## config.mk

```make
export PLATFORM = sky130hd
export DESIGN_NAME = pipe_stage_reg
export DESIGN_NICKNAME = d
export VERILOG_FILES = /design/src/rtl/pipe_stage_reg.sv
export SDC_FILE = /design/constraint.sdc
export NUM_CORES = 1
export LEC_CHECK = 0
export BUFFER_PORTS_ARGS = -buffer_cell sky130_fd_sc_hd__buf_2
export CAP_MARGIN = 0
export CORE_MARGIN = 2
export CORE_UTILIZATION = 48
export DETAILED_ROUTE_END_ITERATION = 7
export GPL_TIMING_DRIVEN = 0
export PLACE_DENSITY = 0.76
export SLEW_MARGIN = 20
export SYNTH_ARGS = -nofsm -noshare
export SYNTH_HDL_FRONTEND = slang
export SYNTH_SLANG_ARGS = --single-unit
export TNS_END_PERCENT = 10
```

## constraint.sdc

```tcl
create_clock -name clk_i -period 2.3 [get_ports clk_i]
set_clock_uncertainty 0.2 [all_clocks]
set_input_delay 0.46 -clock clk_i [delete_from_list [all_inputs] [get_ports clk_i]]
set_output_delay 0.46 -clock clk_i [all_outputs]
set_load 0.01 [all_outputs]
```

## src/rtl/pipe_stage_reg.sv

```systemverilog
// pipe_stage_reg: handshaked pipeline stage register with an optional two-entry skid buffer,
// a synchronous flush and a saturating stall-cycle counter.
//
// SKID=1: in_ready_o depends only on rst_i and the state flop, so it has no path from
// out_ready_i. A second entry is held in the skid register while downstream stalls.
// SKID=0: one register. in_ready_o passes out_ready_i through combinationally, so a
// push can only happen in ONE together with a pop, and FULL is never reached.
module pipe_stage_reg #(
    parameter int unsigned DATA_W = 64,
    parameter int unsigned SKID   = 1,
    parameter int unsigned CNT_W  = 32
) (
    input  logic              clk_i,
    input  logic              rst_i,
    input  logic              flush_i,
    input  logic              in_valid_i,
    output logic              in_ready_o,
    input  logic [DATA_W-1:0] in_data_i,
    output logic              out_valid_o,
    input  logic              out_ready_i,
    output logic [DATA_W-1:0] out_data_o,
    output logic [CNT_W-1:0]  stall_cnt_o
);

    typedef enum logic [1:0] {
        StEmpty = 2'd0,
        StOne   = 2'd1,
        StFull  = 2'd2
    } state_e;

    state_e            state_q;
    logic [DATA_W-1:0] main_q;
    logic [DATA_W-1:0] skid_q;
    logic [CNT_W-1:0]  stall_cnt_q;
    logic              push;
    logic              pop;

    assign out_valid_o = (state_q != StEmpty);
    assign out_data_o  = main_q;
    assign stall_cnt_o = stall_cnt_q;

    assign push = in_valid_i & in_ready_o;
    assign pop  = out_valid_o & out_ready_i;

    generate
        if (SKID != 0) begin : g_skid
            assign in_ready_o = ~rst_i & (state_q != StFull);
        end else begin : g_noskid
            assign in_ready_o = ~rst_i & (~out_valid_o | out_ready_i);
        end
    endgenerate

    // Occupancy FSM and payload registers; flush empties the stage but leaves data stale.
    always_ff @(posedge clk_i) begin
        if (rst_i) begin
            state_q <= StEmpty;
            main_q  <= '0;
            skid_q  <= '0;
        end else if (flush_i) begin
            state_q <= StEmpty;
        end else begin
            unique case (state_q)
                StEmpty: begin
                    if (push) begin
                        state_q <= StOne;
                        main_q  <= in_data_i;
                    end
                end
                StOne: begin
                    if (push && pop) begin
                        main_q <= in_data_i;
                    end else if (push) begin
                        state_q <= StFull;
                        skid_q  <= in_data_i;
                    end else if (pop) begin
                        state_q <= StEmpty;
                    end
                end
                StFull: begin
                    if (pop) begin
                        state_q <= StOne;
                        main_q  <= skid_q;
                    end
                end
                default: begin
                    state_q <= StEmpty;
                end
            endcase
        end
    end

    // Saturating count of stalled cycles (valid held against backpressure); flush-independent.
    always_ff @(posedge clk_i) begin
        if (rst_i) begin
            stall_cnt_q <= '0;
        end else if (out_valid_o && !out_ready_i && (stall_cnt_q != {CNT_W{1'b1}})) begin
            stall_cnt_q <= stall_cnt_q + CNT_W'(1);
        end
    end

endmodule

```

Yosys cells after proc, flatten, opt, wreduce, memory -nomap -nowiden

Index checks and enable logic that the tools add are counted.

Output and inout port bits: 98
Logic and storage cells: 41
Bits of input ports: 69
Flip-flop bits (word level): 162

$add $sub $neg: 1
Bitwise operators: 6
Reductions and logical operators: 11
Muxes and demuxes: 10
Equal/unequal tests: 9

Operator list:

| cell                                                | count |
|---|---|
| 2-to-1 mux 64 bit                                   | 3 |
| one-hot mux 64 bit (3 select lines)                 | 1 |
| adder 32 x 1 -> 32 bit, second input constant       | 1 |
| inequality test 32 bit, second input constant       | 1 |
| 2-to-1 mux 2 bit                                    | 5 |
| inequality test 2 bit, second input constant        | 5 |
| AND reduction 4 bit                                 | 2 |
| one-hot mux 2 bit (3 select lines)                  | 1 |
| AND reduction 5 bit                                 | 1 |
| bitwise AND 1 bit                                   | 3 |
| logical AND 1 bit                                   | 3 |
| inequality test 3 bit, second input constant        | 1 |
| NOT 1 bit                                           | 3 |
| nonzero test 3 bit                                  | 1 |
| equality test 2 x 1 -> 1 bit, second input constant | 1 |
| equality test 2 bit, second input constant          | 1 |
| logical NOT 2 bit                                   | 1 |
| nonzero test 2 bit                                  | 1 |
| OR reduction 2 bit                                  | 1 |
| logical NOT 1 bit                                   | 1 |

Depth between registers and ports, before layout

Depth after elaboration: 6
Gate-level depth with buffers: 8
Depth with buffers taken out: 6

Least setup slack after synthesis

No wires, ideal clock.

Path type: register to register
Start point: reg stall_cnt_q[0] (netlist: stall_cnt_o[0])
End point: reg stall_cnt_q[10] (netlist: stall_cnt_o[10])
Setup slack: -0.160 ns
Cell stages (with the launch flop): 9
Arrival: 2.127 ns
Period minus slack after synthesis: 2.460 ns
Path buffers: 2
Cell sequence: dfxtp_1 -> ha_1 -> nand3_1 -> or4_4 -> buf_6 -> nor4_4 -> buf_6 -> or3_2 -> a21oi_2

Longest elaborated chain between the ends: 2
Elaborated cells on any way between the ends: 3
Those cells by class: add/sub (1); eq/ne (1); reduce/logical (1)

Ends and longest elaborated chain:

| element                                                                        | line | RTL |
|---|---|---|
| start: declaration                                                             | 34   | `logic [CNT_W-1:0] stall_cnt_q;` |
| start signal: assignment                                                       | 97   | `stall_cnt_q <= stall_cnt_q + CNT_W'(1);` |
| parallel branches: the longest is 2 deep, another holds adder 32 x 1 -> 32 bit | -    |  |

Several ways; the timed one is not identified.
A chain may end at the register's enable or synchronous reset.

Final worst setup path

Start point: reg stall_cnt_q[29] (netlist: stall_cnt_o[29])
End point: reg stall_cnt_q[7] (netlist: stall_cnt_o[7])

Longest elaborated chain between the ends: 2

Ends and longest elaborated chain:

| element                | line | RTL |
|---|---|---|
| inequality test 32 bit | 96   | `end else if (out_valid_o && !out_ready_i && (stall_cnt_q != {CNT_W{1'b1}})) begin` |
| logical AND 1 bit      | 96   |  |

Every way passes these cells.

==> impl_metrics.toml <==
[run_status]
outcome = "finished clean"

[sta]
rsz0062_at_grt = "true"
setup_viol = 0
post-route-period-util_pct = 99.9
slew_headroom_pct = 53.1
whs_ns = 0.0666
max_freq_mhz = 435
hold_viol = 0
period_minus_slack_ns = 2.30
max_slew.worst_pin.slew_ns = 0.703
slew_violations = 0

[worst_hold_path]
holdCritPathClass = "primary input to flip-flop"

[layout]
stdcell_area_um2 = 8800
fillers = 1231
multiInputGateArea_um2 = 3290
fin_cells = 1250
nets = 1128
diodes = 0
drive_above_1_share_pct = 27.6
seq_area_um2 = 3260
area_delta_synth_final_pct = 30.3

[clocking]
clk-insertion-delay-late_ns = 0.42
cts.sinks = 162
hold_buffers = 0
clk_pin_slew_worst_paths_ns = 0.06
clockRootBuffer = "clkbuf_16"
tritoncts = "built"
cts_htree_levels = 4
numCtsBuffers = 17
clk_path_buf_depth = 2

[floorplanning]
ios = 167
dieArea_um2 = 15000
die_h_um = 123
start_util_pct = 48.9
rows = 43
core_area_um2 = 13800
die_x_um = 123

[yosys]
yosys.area.top_type = "dfxtp_1"
async_flop_share_pct = 0
synth_edf_count = 0
syn_nets = 929
synth_cells = 859
synth_area_leaders = "dfxtp_1, nand2_1, a311oi_1, a21oi_1, nor2_1"
yosysWarnings = 0
synth_area_um2 = 6760
synth_common_cells = "nand2_1, dfxtp_1, a21oi_1, nor2_1, a311oi_1"
synthMostInstantiatedCell = "nand2_1"
yosysTopAreaCellShare_pct = 48.0
synthDistinctLibCells = 47
synth_seq_area_share_pct = 48.0
synth-seq-cells = 162
ys.flop_type = "dfxtp_1"
syn-mean-instance-area_um2 = 7.86

[worst_setup_path]
crit_path_start_kind = "flip-flop"
cp_cell_sequence = "nand4_1 -> or2_2 -> buf_2 -> nor4_4 -> buf_6 -> buf_6 -> or3_1 -> a21oi_1"
cp_max_fo = 6
cp_slowest_stage_delay_ns = 0.42
arrival_ns = 2.37
path_common_cell = "buf_6"
crit_slowest_cell = "dfxtp_1"
worstSetupPathType = "flip-flop to flip-flop"
end_kind = "flip-flop"
crit_required_ns = 2.37

[routing]
antenna_left = 0
drtIter0Drc = 520
routed_wl_mm = 19.4
vias_per_cell = 5.48
route.detailed.drc = 0
wl_per_cell_um = 15.6
firstDrtPassIters = 5
vias = 6854

[global_route]
grt_max_degree = 17
grt_pass1_vias = 6124
antenna_found_initial = 1
grt_use_total_pct = 25.3
grt_overflow = 0
grt_pass1_wl_mm = 30.0

[placed_design]
portBuffers = 166
place_inst = 1205
dpl.hpwl_mm = 13.0
place_area_um2 = 7830
place.gp.congestion = 0.831

[pwr]
ir_drop_v = 0.000482
leakagePower_nw = 3.47
power_density_nw_per_um2 = 736

[job]
cap_violations = 0
-- cell families (layout without fill, tap and decap cells) --
logic type | after synthesis | count (layout) | share of synthesized area (%)
buffers and inverters | 73 | 284 | 4.80
adder cells (fa/ha/maj) | 1 | 1 | 0.185
AO/OA/AOI/OAI | 188 | 188 | 18.6
multiplexers | 5 | 5 | 0.796
flip-flops | 162 | 162 | 48.0
AND/OR/NAND/NOR | 430 | 430 | 27.6
-- area by class of cell --
| type | count | area share (%) |
|---|---|---|
| buffer | 65 | 4.07 |
| clock buffer | 22 | 5.39 |
| clock inverter | 9 | 2.02 |
| inverter | 7 | 0.299 |
| multi-input combinational | 624 | 37.4 |
| sequential | 162 | 37.1 |
| tap | 180 | 2.56 |
| timing repair buffer | 181 | 11.2 |
-- layer usage --
| metal | routed length (µm) | share of wire [%] | global-route usage (%) |
|---|---|---|---|
| met1 | 8550 | 44 | 33.3 |
| met2 | 9450 | 49 | 41.1 |
| met3 | 1160 | 6.0 | 5.72 |
| met4 | 282 | 1.5 | 8.19 |
| met5 | 0 | 0 | 0 |
-- cell usage in the layout (no fill, tap or decap), types with 3 or more instances in the layout --
master and count:
nand2_1 270, buf_2 169, dfxtp_1 147, a21oi_1 84
nor2_1 81, a311oi_1 62, clkbuf_1 36, clkbuf_16 18
dfxtp_2 14, clkbuf_2 11, buf_6 11, buf_4 11
or4_1 11, o21ai_1 11, nand4_1 10, o31ai_1 10
nand3_1 9, or3_2 9, inv_1 7, or3_1 6
nor2b_1 5, a21oi_2 5, bufinv_16 5, or2_2 4
clkbuf_8 4, clkbuf_4 3, buf_1 3, nand3_2 3
nor3_2 3, o21ai_0 3
-- registers in the layout, summed over array words and instances (netlist names) --
| signal | flops |
|---|---|
| state_q | 2 |
| skid_q | 64 |
| stall_cnt_o | 32 |
| out_data_o | 64 |
-- timing repair --
action                                  CTS  global route
resized for setup                        25            56
cloned                                    1             2
endpoints found under the setup margin   88            86
buffers inserted                          5             7
hold endpoints to repair                  0             0
pin swaps                                 3            12
-- worst paths after layout --
path                                               endpoint                          from  slack, ns  depth (start not counted)
worst min register to register      skid_q[30]$_SDFFE_PP0P_       skid_q[30]$_SDFFE_PP0P_       0.25                          2
worst max-delay path            stall_cnt_o[7]$_SDFFE_PP0P_  stall_cnt_o[29]$_SDFFE_PP0P_      0.003                          8
worst max register to register  stall_cnt_o[7]$_SDFFE_PP0P_  stall_cnt_o[29]$_SDFFE_PP0P_      0.003                          8
worst min-delay path                state_q[1]$_SDFFE_PP0P_                       flush_i       0.07                          2
-- power breakdown --
part	switching [mW]	internal [mW]	total, mW
sequential	0.0396	2.87	2.91
combinational	0.267	0.181	0.447
clock	1.11	2.01	3.12
total	1.42	5.06	6.48
-- critical path, delay by kind of cell, from the launching register on --
family                 cells  cell delay (ns)
AOI/OAI and AO/OA          1             0.07
buffers and inverters      3             0.49
DFF                        1             0.42
and+or+nand+nor            4             0.96
-- metrics by stage --
stage | worst slack [ns] | power (mW) | utilization [%] | setup TNS (ns)
global placement | -0.609 | 3.40 | 56.6 | -28.20
finish | 0.00309 | 6.48 | 63.7 | 0
CTS | -0.0496 | 6.50 | 62.2 | -0.0529
global route | -0.0687 | 6.70 | 63.7 | -0.224
floorplan | 0.00113 | 3.19 | - | 0
detailed placement | -0.602 | 3.40 | 56.6 | -31.76
No activity file was read; power rests on OpenSTA's default activity.
